--- config.mk ---
export PLATFORM = sky130hd
export DESIGN_NAME = shift_unit_flat
export DESIGN_NICKNAME = d
export VERILOG_FILES = /design/src/rtl/shift_unit_pkg.sv /design/src/rtl/shift_unit_if.sv /design/src/rtl/shift_unit_stage.sv /design/src/rtl/shift_unit.sv /design/src/flat_wrapper.sv
export SDC_FILE = /design/constraint.sdc
export NUM_CORES = 1
export LEC_CHECK = 0
export BUFFER_PORTS_ARGS = -buffer_cell sky130_fd_sc_hd__buf_2
export CELL_PAD_IN_SITES_DETAIL_PLACEMENT = 1
export CELL_PAD_IN_SITES_GLOBAL_PLACEMENT = 2
export CORE_MARGIN = 2
export CORE_UTILIZATION = 39
export DETAILED_ROUTE_END_ITERATION = 6
export MAX_ROUTING_LAYER = met4
export PLACE_DENSITY = 0.9
export SLEW_MARGIN = 0
export SYNTH_ARGS = -nofsm -noshare
export SYNTH_HDL_FRONTEND = slang
export SYNTH_HIERARCHICAL = 1
export SYNTH_SLANG_ARGS = --single-unit
export TNS_END_PERCENT = 50
--- constraint.sdc ---
create_clock -name clock -period 12.3 [get_ports clock]
set_input_delay 0.615 -clock clock [delete_from_list [all_inputs] [get_ports clock]]
set_output_delay 0.615 -clock clock [all_outputs]
set_load 0.01 [all_outputs]
--- src/rtl/shift_unit_pkg.sv ---
// Shared encodings for the multi-cycle shifter: shift modes, FSM states
// and the RUN-cycle count helper.
package shift_unit_pkg;

  localparam logic [1:0] MODE_SLL = 2'b00;
  localparam logic [1:0] MODE_SRL = 2'b01;
  localparam logic [1:0] MODE_SRA = 2'b10;
  localparam logic [1:0] MODE_ROR = 2'b11;

  typedef enum logic {
    IDLE = 1'b0,
    RUN  = 1'b1
  } state_e;

  // Number of RUN cycles needed to walk all shamt bits, spc stages at a time.
  function automatic int num_groups(input int shamt_w, input int spc);
    return (shamt_w + spc - 1) / spc;
  endfunction

endpackage

--- src/rtl/shift_unit_if.sv ---
// ALU <-> shifter handshake bundle with master (ALU) and slave (shifter) views.
interface shift_unit_if
  import shift_unit_pkg::*;
#(
  parameter int WIDTH = 32
) ();
  localparam int SHAMT_W = $clog2(WIDTH);

  // Handshake: an operation is accepted on a rising edge where start=1 and
  // ready=1; start while ready=0 is dropped. done pulses for one cycle when
  // result becomes valid, and result holds until the next accepted start.
  logic               start;
  logic [1:0]         mode;
  logic [WIDTH-1:0]   operand;
  logic [SHAMT_W-1:0] shamt;
  logic               ready;
  logic               busy;
  logic               done;
  logic [WIDTH-1:0]   result;
  state_e             state;

  modport master (
    output start, mode, operand, shamt,
    input  ready, busy, done, result, state
  );

  modport slave (
    input  start, mode, operand, shamt,
    output ready, busy, done, result, state
  );

endinterface

--- src/rtl/shift_unit_stage.sv ---
// One barrel stage: shifts by 2^k in the selected mode when enabled,
// otherwise passes data straight through.
module shift_stage
  import shift_unit_pkg::*;
#(
  parameter int WIDTH = 32,
  parameter int IDX_W = 4
) (
  input  logic [WIDTH-1:0] data_in,
  input  logic [1:0]       mode,
  input  logic             fill,
  input  logic             en,
  input  logic [IDX_W-1:0] k,
  output logic [WIDTH-1:0] data_out
);
  localparam int SHAMT_W = $clog2(WIDTH);
  localparam logic [SHAMT_W:0] ONE_V   = (SHAMT_W+1)'(1);
  localparam logic [SHAMT_W:0] WIDTH_V = (SHAMT_W+1)'(WIDTH);

  logic [SHAMT_W:0]   amt;
  logic [WIDTH-1:0]   fill_mask;

  always_comb begin
    amt       = ONE_V << k;
    fill_mask = ~({WIDTH{1'b1}} >> amt);
    data_out  = data_in;
    if (en) begin
      case (mode)
        MODE_SLL: data_out = data_in << amt;
        MODE_SRL: data_out = data_in >> amt;
        MODE_SRA: data_out = (data_in >> amt) | (fill ? fill_mask : '0);
        MODE_ROR: data_out = (data_in >> amt) | (data_in << (WIDTH_V - amt));
        default:  data_out = data_in;
      endcase
    end
  end

endmodule

--- src/rtl/shift_unit.sv ---
// Multi-cycle shifter: latches an operation on start, applies
// STAGES_PER_CYCLE barrel stages per RUN cycle, then pulses done.
module shift_unit
  import shift_unit_pkg::*;
#(
  parameter int WIDTH            = 32,
  parameter int STAGES_PER_CYCLE = 1
) (
  input logic         clock,
  input logic         reset,
  shift_unit_if.slave bus
);
  localparam int SHAMT_W = $clog2(WIDTH);
  localparam int L       = num_groups(SHAMT_W, STAGES_PER_CYCLE);
  localparam int CNT_W   = SHAMT_W;
  localparam int IDX_W   = $clog2(2 * SHAMT_W + 1);

  state_e             state_q, state_d;
  logic [CNT_W-1:0]   cnt_q;
  logic [WIDTH-1:0]   work_q;
  logic [WIDTH-1:0]   result_q;
  logic [1:0]         mode_q;
  logic [SHAMT_W-1:0] shamt_q;
  logic               fill_q;
  logic               done_q;
  logic               last;
  logic               ready_c;

  logic [STAGES_PER_CYCLE:0][WIDTH-1:0] chain;

  assign chain[0] = work_q;

  // Stage index is cnt*SPC+i; indices past the top shamt bit pass through.
  for (genvar i = 0; i < STAGES_PER_CYCLE; i++) begin : g_stage
    logic [IDX_W-1:0] idx;
    logic             en;
    assign idx = IDX_W'(int'(cnt_q) * STAGES_PER_CYCLE + i);
    assign en  = (idx < IDX_W'(SHAMT_W)) && (|(shamt_q & (SHAMT_W'(1) << idx)));

    shift_stage #(.WIDTH(WIDTH), .IDX_W(IDX_W)) u_stage (
      .data_in  (chain[i]),
      .mode     (mode_q),
      .fill     (fill_q),
      .en       (en),
      .k        (idx),
      .data_out (chain[i+1])
    );
  end

  assign last = (cnt_q == CNT_W'(L - 1));

  always_comb begin
    state_d = state_q;
    ready_c = 1'b0;
    case (state_q)
      IDLE: begin
        ready_c = 1'b1;
        if (bus.start) state_d = RUN;
      end
      RUN: begin
        if (last) state_d = IDLE;
      end
      default: state_d = IDLE;
    endcase
  end

  always_ff @(posedge clock) begin
    if (reset) begin
      state_q  <= IDLE;
      cnt_q    <= '0;
      work_q   <= '0;
      result_q <= '0;
      mode_q   <= MODE_SLL;
      shamt_q  <= '0;
      fill_q   <= 1'b0;
      done_q   <= 1'b0;
    end else begin
      state_q <= state_d;
      done_q  <= 1'b0;
      case (state_q)
        IDLE: begin
          if (bus.start) begin
            work_q  <= bus.operand;
            mode_q  <= bus.mode;
            shamt_q <= bus.shamt;
            fill_q  <= bus.operand[WIDTH-1];
            cnt_q   <= '0;
          end
        end
        RUN: begin
          work_q <= chain[STAGES_PER_CYCLE];
          cnt_q  <= cnt_q + CNT_W'(1);
          if (last) begin
            result_q <= chain[STAGES_PER_CYCLE];
            done_q   <= 1'b1;
          end
        end
        default: ;
      endcase
    end
  end

  assign bus.ready  = ready_c;
  assign bus.busy   = ~ready_c;
  assign bus.done   = done_q;
  assign bus.result = result_q;
  assign bus.state  = state_q;

endmodule

--- src/flat_wrapper.sv ---
// flat-port wrapper written by rule: the top's interface ports become plain ports
module shift_unit_flat import shift_unit_pkg::*;
#(
  parameter int WIDTH            = 32,
  parameter int STAGES_PER_CYCLE = 1
)
  (clock, reset, bus_start, bus_mode, bus_operand, bus_shamt, bus_ready, bus_busy, bus_done, bus_result, bus_state);
  shift_unit_if #(.WIDTH(WIDTH)) bus_i ();
  input logic clock;
  input logic reset;
  input wire logic [$bits(bus_i.start)-1:0] bus_start;
  input wire logic [$bits(bus_i.mode)-1:0] bus_mode;
  input wire logic [$bits(bus_i.operand)-1:0] bus_operand;
  input wire logic [$bits(bus_i.shamt)-1:0] bus_shamt;
  output wire logic [$bits(bus_i.ready)-1:0] bus_ready;
  output wire logic [$bits(bus_i.busy)-1:0] bus_busy;
  output wire logic [$bits(bus_i.done)-1:0] bus_done;
  output wire logic [$bits(bus_i.result)-1:0] bus_result;
  output wire logic [$bits(bus_i.state)-1:0] bus_state;
  assign bus_i.start = bus_start;
  assign bus_i.mode = bus_mode;
  assign bus_i.operand = bus_operand;
  assign bus_i.shamt = bus_shamt;
  assign bus_ready = bus_i.ready;
  assign bus_busy = bus_i.busy;
  assign bus_done = bus_i.done;
  assign bus_result = bus_i.result;
  assign bus_state = bus_i.state;
  shift_unit #(.WIDTH(WIDTH), .STAGES_PER_CYCLE(STAGES_PER_CYCLE)) u_core (.clock(clock), .reset(reset), .bus(bus_i));
endmodule
=== Word level (Yosys, flattened, before mapping) ===
Index checks and enable logic that the tools add are counted.

* Register bits after elaboration: 79
* Latch bits: 0
* Bits in writable memories: 0
* ROM bits: 0
* Input bits: 42
* Output and inout bits: 36
* Word-level logic and storage cells: 45
* Memories kept: 0

* $add $sub $neg: 2
* $mul: 0
* Divide/modulo/power cells: 0
* Magnitude comparators: 1
* Equal/unequal tests: 5
* Shift-type cells: 6
* Multiplexer cells: 12
* Bitwise operators: 5
* Reductions and logical operators: 6

{| class="wikitable"
|+ Operators by type and width
! operator !! count
|-
| one-hot mux 32 bit (4 select lines) || 1
|-
| 2-to-1 mux 32 bit || 3
|-
| OR 32 bit || 2
|-
| one-hot mux 32 bit (2 select lines) || 1
|-
| << shifter 32 x 6 -> 32 bit || 2
|-
| NOT 32 bit || 1
|-
| right shift 32 x 6 -> 32 bit || 1
|-
| right shift 32 x 6 -> 32 bit, first input constant || 1
|-
| one-hot mux 5 bit (2 select lines) || 1
|-
| << shifter 1 x 4 -> 6 bit, first input constant || 1
|-
| subtractor 6 bit, first input constant || 1
|-
| adder 5 x 1 -> 5 bit, second input constant || 1
|-
| bitwise AND 5 bit || 1
|-
| equality test 5 x 3 -> 1 bit, second input constant || 1
|-
| 2-to-1 mux 5 bit || 1
|-
| OR reduction 5 bit || 1
|-
| << shifter 1 x 4 -> 5 bit, first input constant || 1
|-
| equality test 2 bit, second input constant || 2
|-
| < comparator 4 x 3 -> 1 bit, second input constant || 1
|-
| 2-to-1 mux 1 bit || 4
|-
| AND reduction 2 bit || 2
|-
| equality test 2 x 1 -> 1 bit, second input constant || 1
|-
| zero test 2 bit || 1
|-
| inequality test 2 bit, second input constant || 1
|-
| 4 further kinds || 4
|}

=== Logic depth before layout (Yosys ltp) ===
* Depth in word-level cells: 8
* Depth in mapped cells: 16
* Gate-level depth less buffers: 12

=== Hierarchy ===
Netlist, hierarchy kept.

{| class="wikitable"
|+ Modules (own cells, without submodules)
! module !! instances !! cells each !! area each (um^2) !! seq. area each (um^2)
|-
| shift_stage || 1 || 870 || 5863.1 || 0.0
|-
| shift_unit || 1 || 330 || 3194.3 || 1581.5
|}

=== Least setup slack after synthesis ===
No wires, ideal clock.

* Kind: reg2reg
* Start: register u_core.cnt_q[0]
* End: register u_core.result_q[21] (netlist: u_core/bus.result[21])
* Library setup time: 117 ps
* Arrival time: 3934 ps
* Data required time: 12183 ps
* Path slack: 8249 ps
* Stages on the path, launching flop included: 14
* Buffers on the path: 5
* Period minus slack after synthesis: 4051 ps
* Cells stage by stage: dfxtp_1 -> buf_4 -> or4b_2 -> clkbuf_1 -> clkbuf_1 -> ha_1 -> ha_1 -> clkbuf_1 -> clkbuf_1 -> mux4_1 -> mux2i_1 -> o22ai_1 -> o32a_1 -> a22o_1

{| class="wikitable"
|+ RTL lines
! element !! line !! text
|-
| from (decl) || shift_unit.sv:19 || <nowiki>logic [CNT_W-1:0] cnt_q;</nowiki>
|-
| from (signal assigned) || shift_unit.sv:92 || <nowiki>cnt_q <= cnt_q + CNT_W'(1);</nowiki>
|-
| to (signal assigned) || shift_unit.sv:94 || <nowiki>result_q <= chain[STAGES_PER_CYCLE];</nowiki>
|-
| to (decl) || shift_unit.sv:21 || <nowiki>logic [WIDTH-1:0] result_q;</nowiki>
|}

==> reports/metrics.yaml <==
regArea_um2: 1590
timing.rr.start: "u_core/cnt_q[0]"
antenna_found_initial: 0
multi_input_area_um2: 6760
hold_path_startpoint: "u_core/shamt_q[1]"
seq_area_frac_synth: 0.175
synth_top_area_share: 0.175
rows: 55
ys_async_sr_fraction: 0
cts_max_path_buffers: 2
grt.total_usage: 0.378
diodes: 0
synth_seq_cells: 79
die_x_um: 156
timing.fmax_mhz: 190
cts_buffers: 9
crit_fanout: 62
worst_pin_slew_ns: 1.44
synthTopCellsByCount: "158 x nand2_1, 110 x a21oi_1, 100 x nor2_1"
grt_setup_unrepaired: "no"
power.leakage_nw: 3.70
dpl_cell_area_um2: 9400
wl_per_cell_um: 31.1
seq_power_share: 0.332
area_delta_synth_final_pct: 7.14
rrSetupSlack_ns: 7.05
skew_ns: 0.0106
max_stage_delay_ns: 1.22
finalSetupTns_ns: 0
drc: 0
synth_edf_count: 0
irDropWorstVdd_v: 0.0000593
violations: "max-capacitance violations"
power_density_nw_per_um2: 95.7
r2r-end: "u_core/bus.result[18]"
finalSetupViolations: 0
drive_above_1_share: 0.195
internal-power_uw: 536
period_share: 0.427
pwr-share-comb: 0.368
yosysTopAreaCell: "dfxtp_1"
hpwl_mm: 31.0
slowest_stage: "a2111oi_0"
min_period_ns: 5.25
max-cap-violations: 1
total_power_uw: 929
arrival_ns: 5.50
clock_latency_ns: 0.35
cts_sinks: 79
nFillCells: 2816
end_kind: "flip-flop"
yosys_warnings: 6
endpoint: "u_core/bus.result[18]"
path_buf_inv: 4
htreeDepth: 3
postCtsHoldBufs: 0
syn_inst: 1200
fin_area_um2: 9700
die_h_um: 156
cp.depth: 11
path_clk_slew_ns: 0.08
first_iter_violations: 1610
maxSlewHeadroom: 0.0185
hold_viol: 0
critPathLaunchType: "flip-flop"
ctsResizeCount: 0
synthesis.area_um2: 9060
fp.dieArea_um2: 24500
nets: 1232
clock_power_share: 0.300
ff2ff_path_depth: 11
drtAntennaViolNets: 0
syn_nets: 1255
finalMaxSlewViolations: 0
num_vias: 10800
cts_tree: "yes"
power.switching_uw: 392
io_pins: 78
outcome: "finished, violations left"
cp-startpoint: "u_core/cnt_q[0]"
synthTopCellsByArea: "dfxtp_1 17%, mux4_2 7.5%, nand2_1 6.5%"
cts-root-buf: "clkbuf_16"
path_cells: "buf_4 -> nor4_4 -> buf_4 -> inv_4 -> ha_1 -> inv_1 -> ha_1 -> o31ai_1 -> a2111oi_0 -> a31oi_1 -> a22o_1"
core_area_um2: 22700
wl_mm: 45.6
gp_congestion: 1.10
portBuffers: 77
grt_pass1_vias: 10200
gr-total-overflow: 0
required_ns: 12.55
start_util: 0.399
dr.pass1.iters: 6
synth.avg_cell_area_um2: 7.55
synth_cell_type_count: 84
via_per_inst: 7.35
critical_path_class: "reg2reg"
grt_max_degree: 63
critPathTopFamily: "compound AO/OA/AOI/OAI gates"
yosysMostFrequentCell: "nand2_1"
post_cts_buffers: 0
synth_ff_type: "dfxtp_1"
hold_path_depth: 2
swShare: 0.422
grt_pass1_wl_mm: 67.8
min_path_type: "reg2reg"
layer usage:
metal  GRT usage  part of all wire
met5           -                 0
met4       0.199             0.066
met3      0.0861              0.12
met2       0.542              0.42
met1       0.495              0.39
worst min path at each step:
stage | endpoint
after global routing | u_core/shamt_q[2]
after CTS | u_core/shamt_q[1]
after detailed placement | u_core/bus.result[2]
final | u_core/shamt_q[1]
after global placement | u_core/shamt_q[4]
after floorplan | u_core/shamt_q[4]
state kept, by name (all words and copies together), names as in the netlist:
name	count
u_core/bus.result	32
u_core/bus.done	1
u_core/mode_q	2
u_core/bus.busy	1
u_core/shamt_q	5
u_core/fill_q	1
u_core/work_q	32
u_core/cnt_q	5
through the flow:
stage | hold slack, ns | instances | util | worst slack, ns
floorplan | 0.432 | 1200 | - | 8.25
global placement | 0.448 | 1451 | 0.414 | 7.29
detailed placement | 0.453 | 1451 | 0.414 | 7.28
CTS | 0.470 | 1467 | 0.427 | 7.25
global route | 0.486 | 1467 | 0.427 | 6.89
finish | 0.467 | 1467 | 0.427 | 7.05
cells by family after synthesis:
family,share of synthesized area
flip-flops,0.175
buffers and inverters,0.0843
AO/OA/AOI/OAI,0.314
AND/OR/NAND/NOR,0.200
multiplexers,0.208
XOR/XNOR,0.000967
adder cells (fa/ha/maj),0.0180
power groups by stage:
stage	Clock [mW]	Combinational, mW	Sequential (mW)
final	0.278	0.342	0.308
after global routing	0.293	0.356	0.308
after CTS	0.281	0.326	0.306
after detailed placement	0	0.325	0.312
after global placement	0	0.322	0.311
after floorplan	0	0.243	0.281
layout make-up:
type | count | area share
repair buffers | 107 | 0.0629
inverters | 23 | 0.00915
clock inverters | 7 | 0.00786
clock buffers | 9 | 0.0232
flip-flops and latches | 79 | 0.164
well taps | 285 | 0.0367
multi-input cells | 957 | 0.696
cells in the final DEF (no fill, tap or decap), types with 9 or more instances in the layout:
cell type,instances
a22oi_1,12
a211oi_1,9
nor2b_1,11
buf_2,77
a21oi_1,110
nand3_1,28
dfxtp_1,75
nand2b_1,17
inv_1,18
a22o_1,38
o32a_1,13
a31oi_1,17
o32ai_1,10
clkbuf_16,9
nor3_1,18
mux4_2,30
o221ai_1,11
nor2_1,100
mux2i_1,50
o211ai_1,16
buf_4,30
nand2_1,158
ha_1,13
o21ai_0,78
o31ai_1,10
mux2_2,44
o22ai_1,22
worst min-delay path: cells and delay by family, from the launching register on:
kind,cells,cell delay [ns]
flip-flops,1,0.31
AO/OA/AOI/OAI,1,0.06
AND/OR/NAND/NOR,1,0.05
No activity file was read; power rests on OpenSTA's default activity.
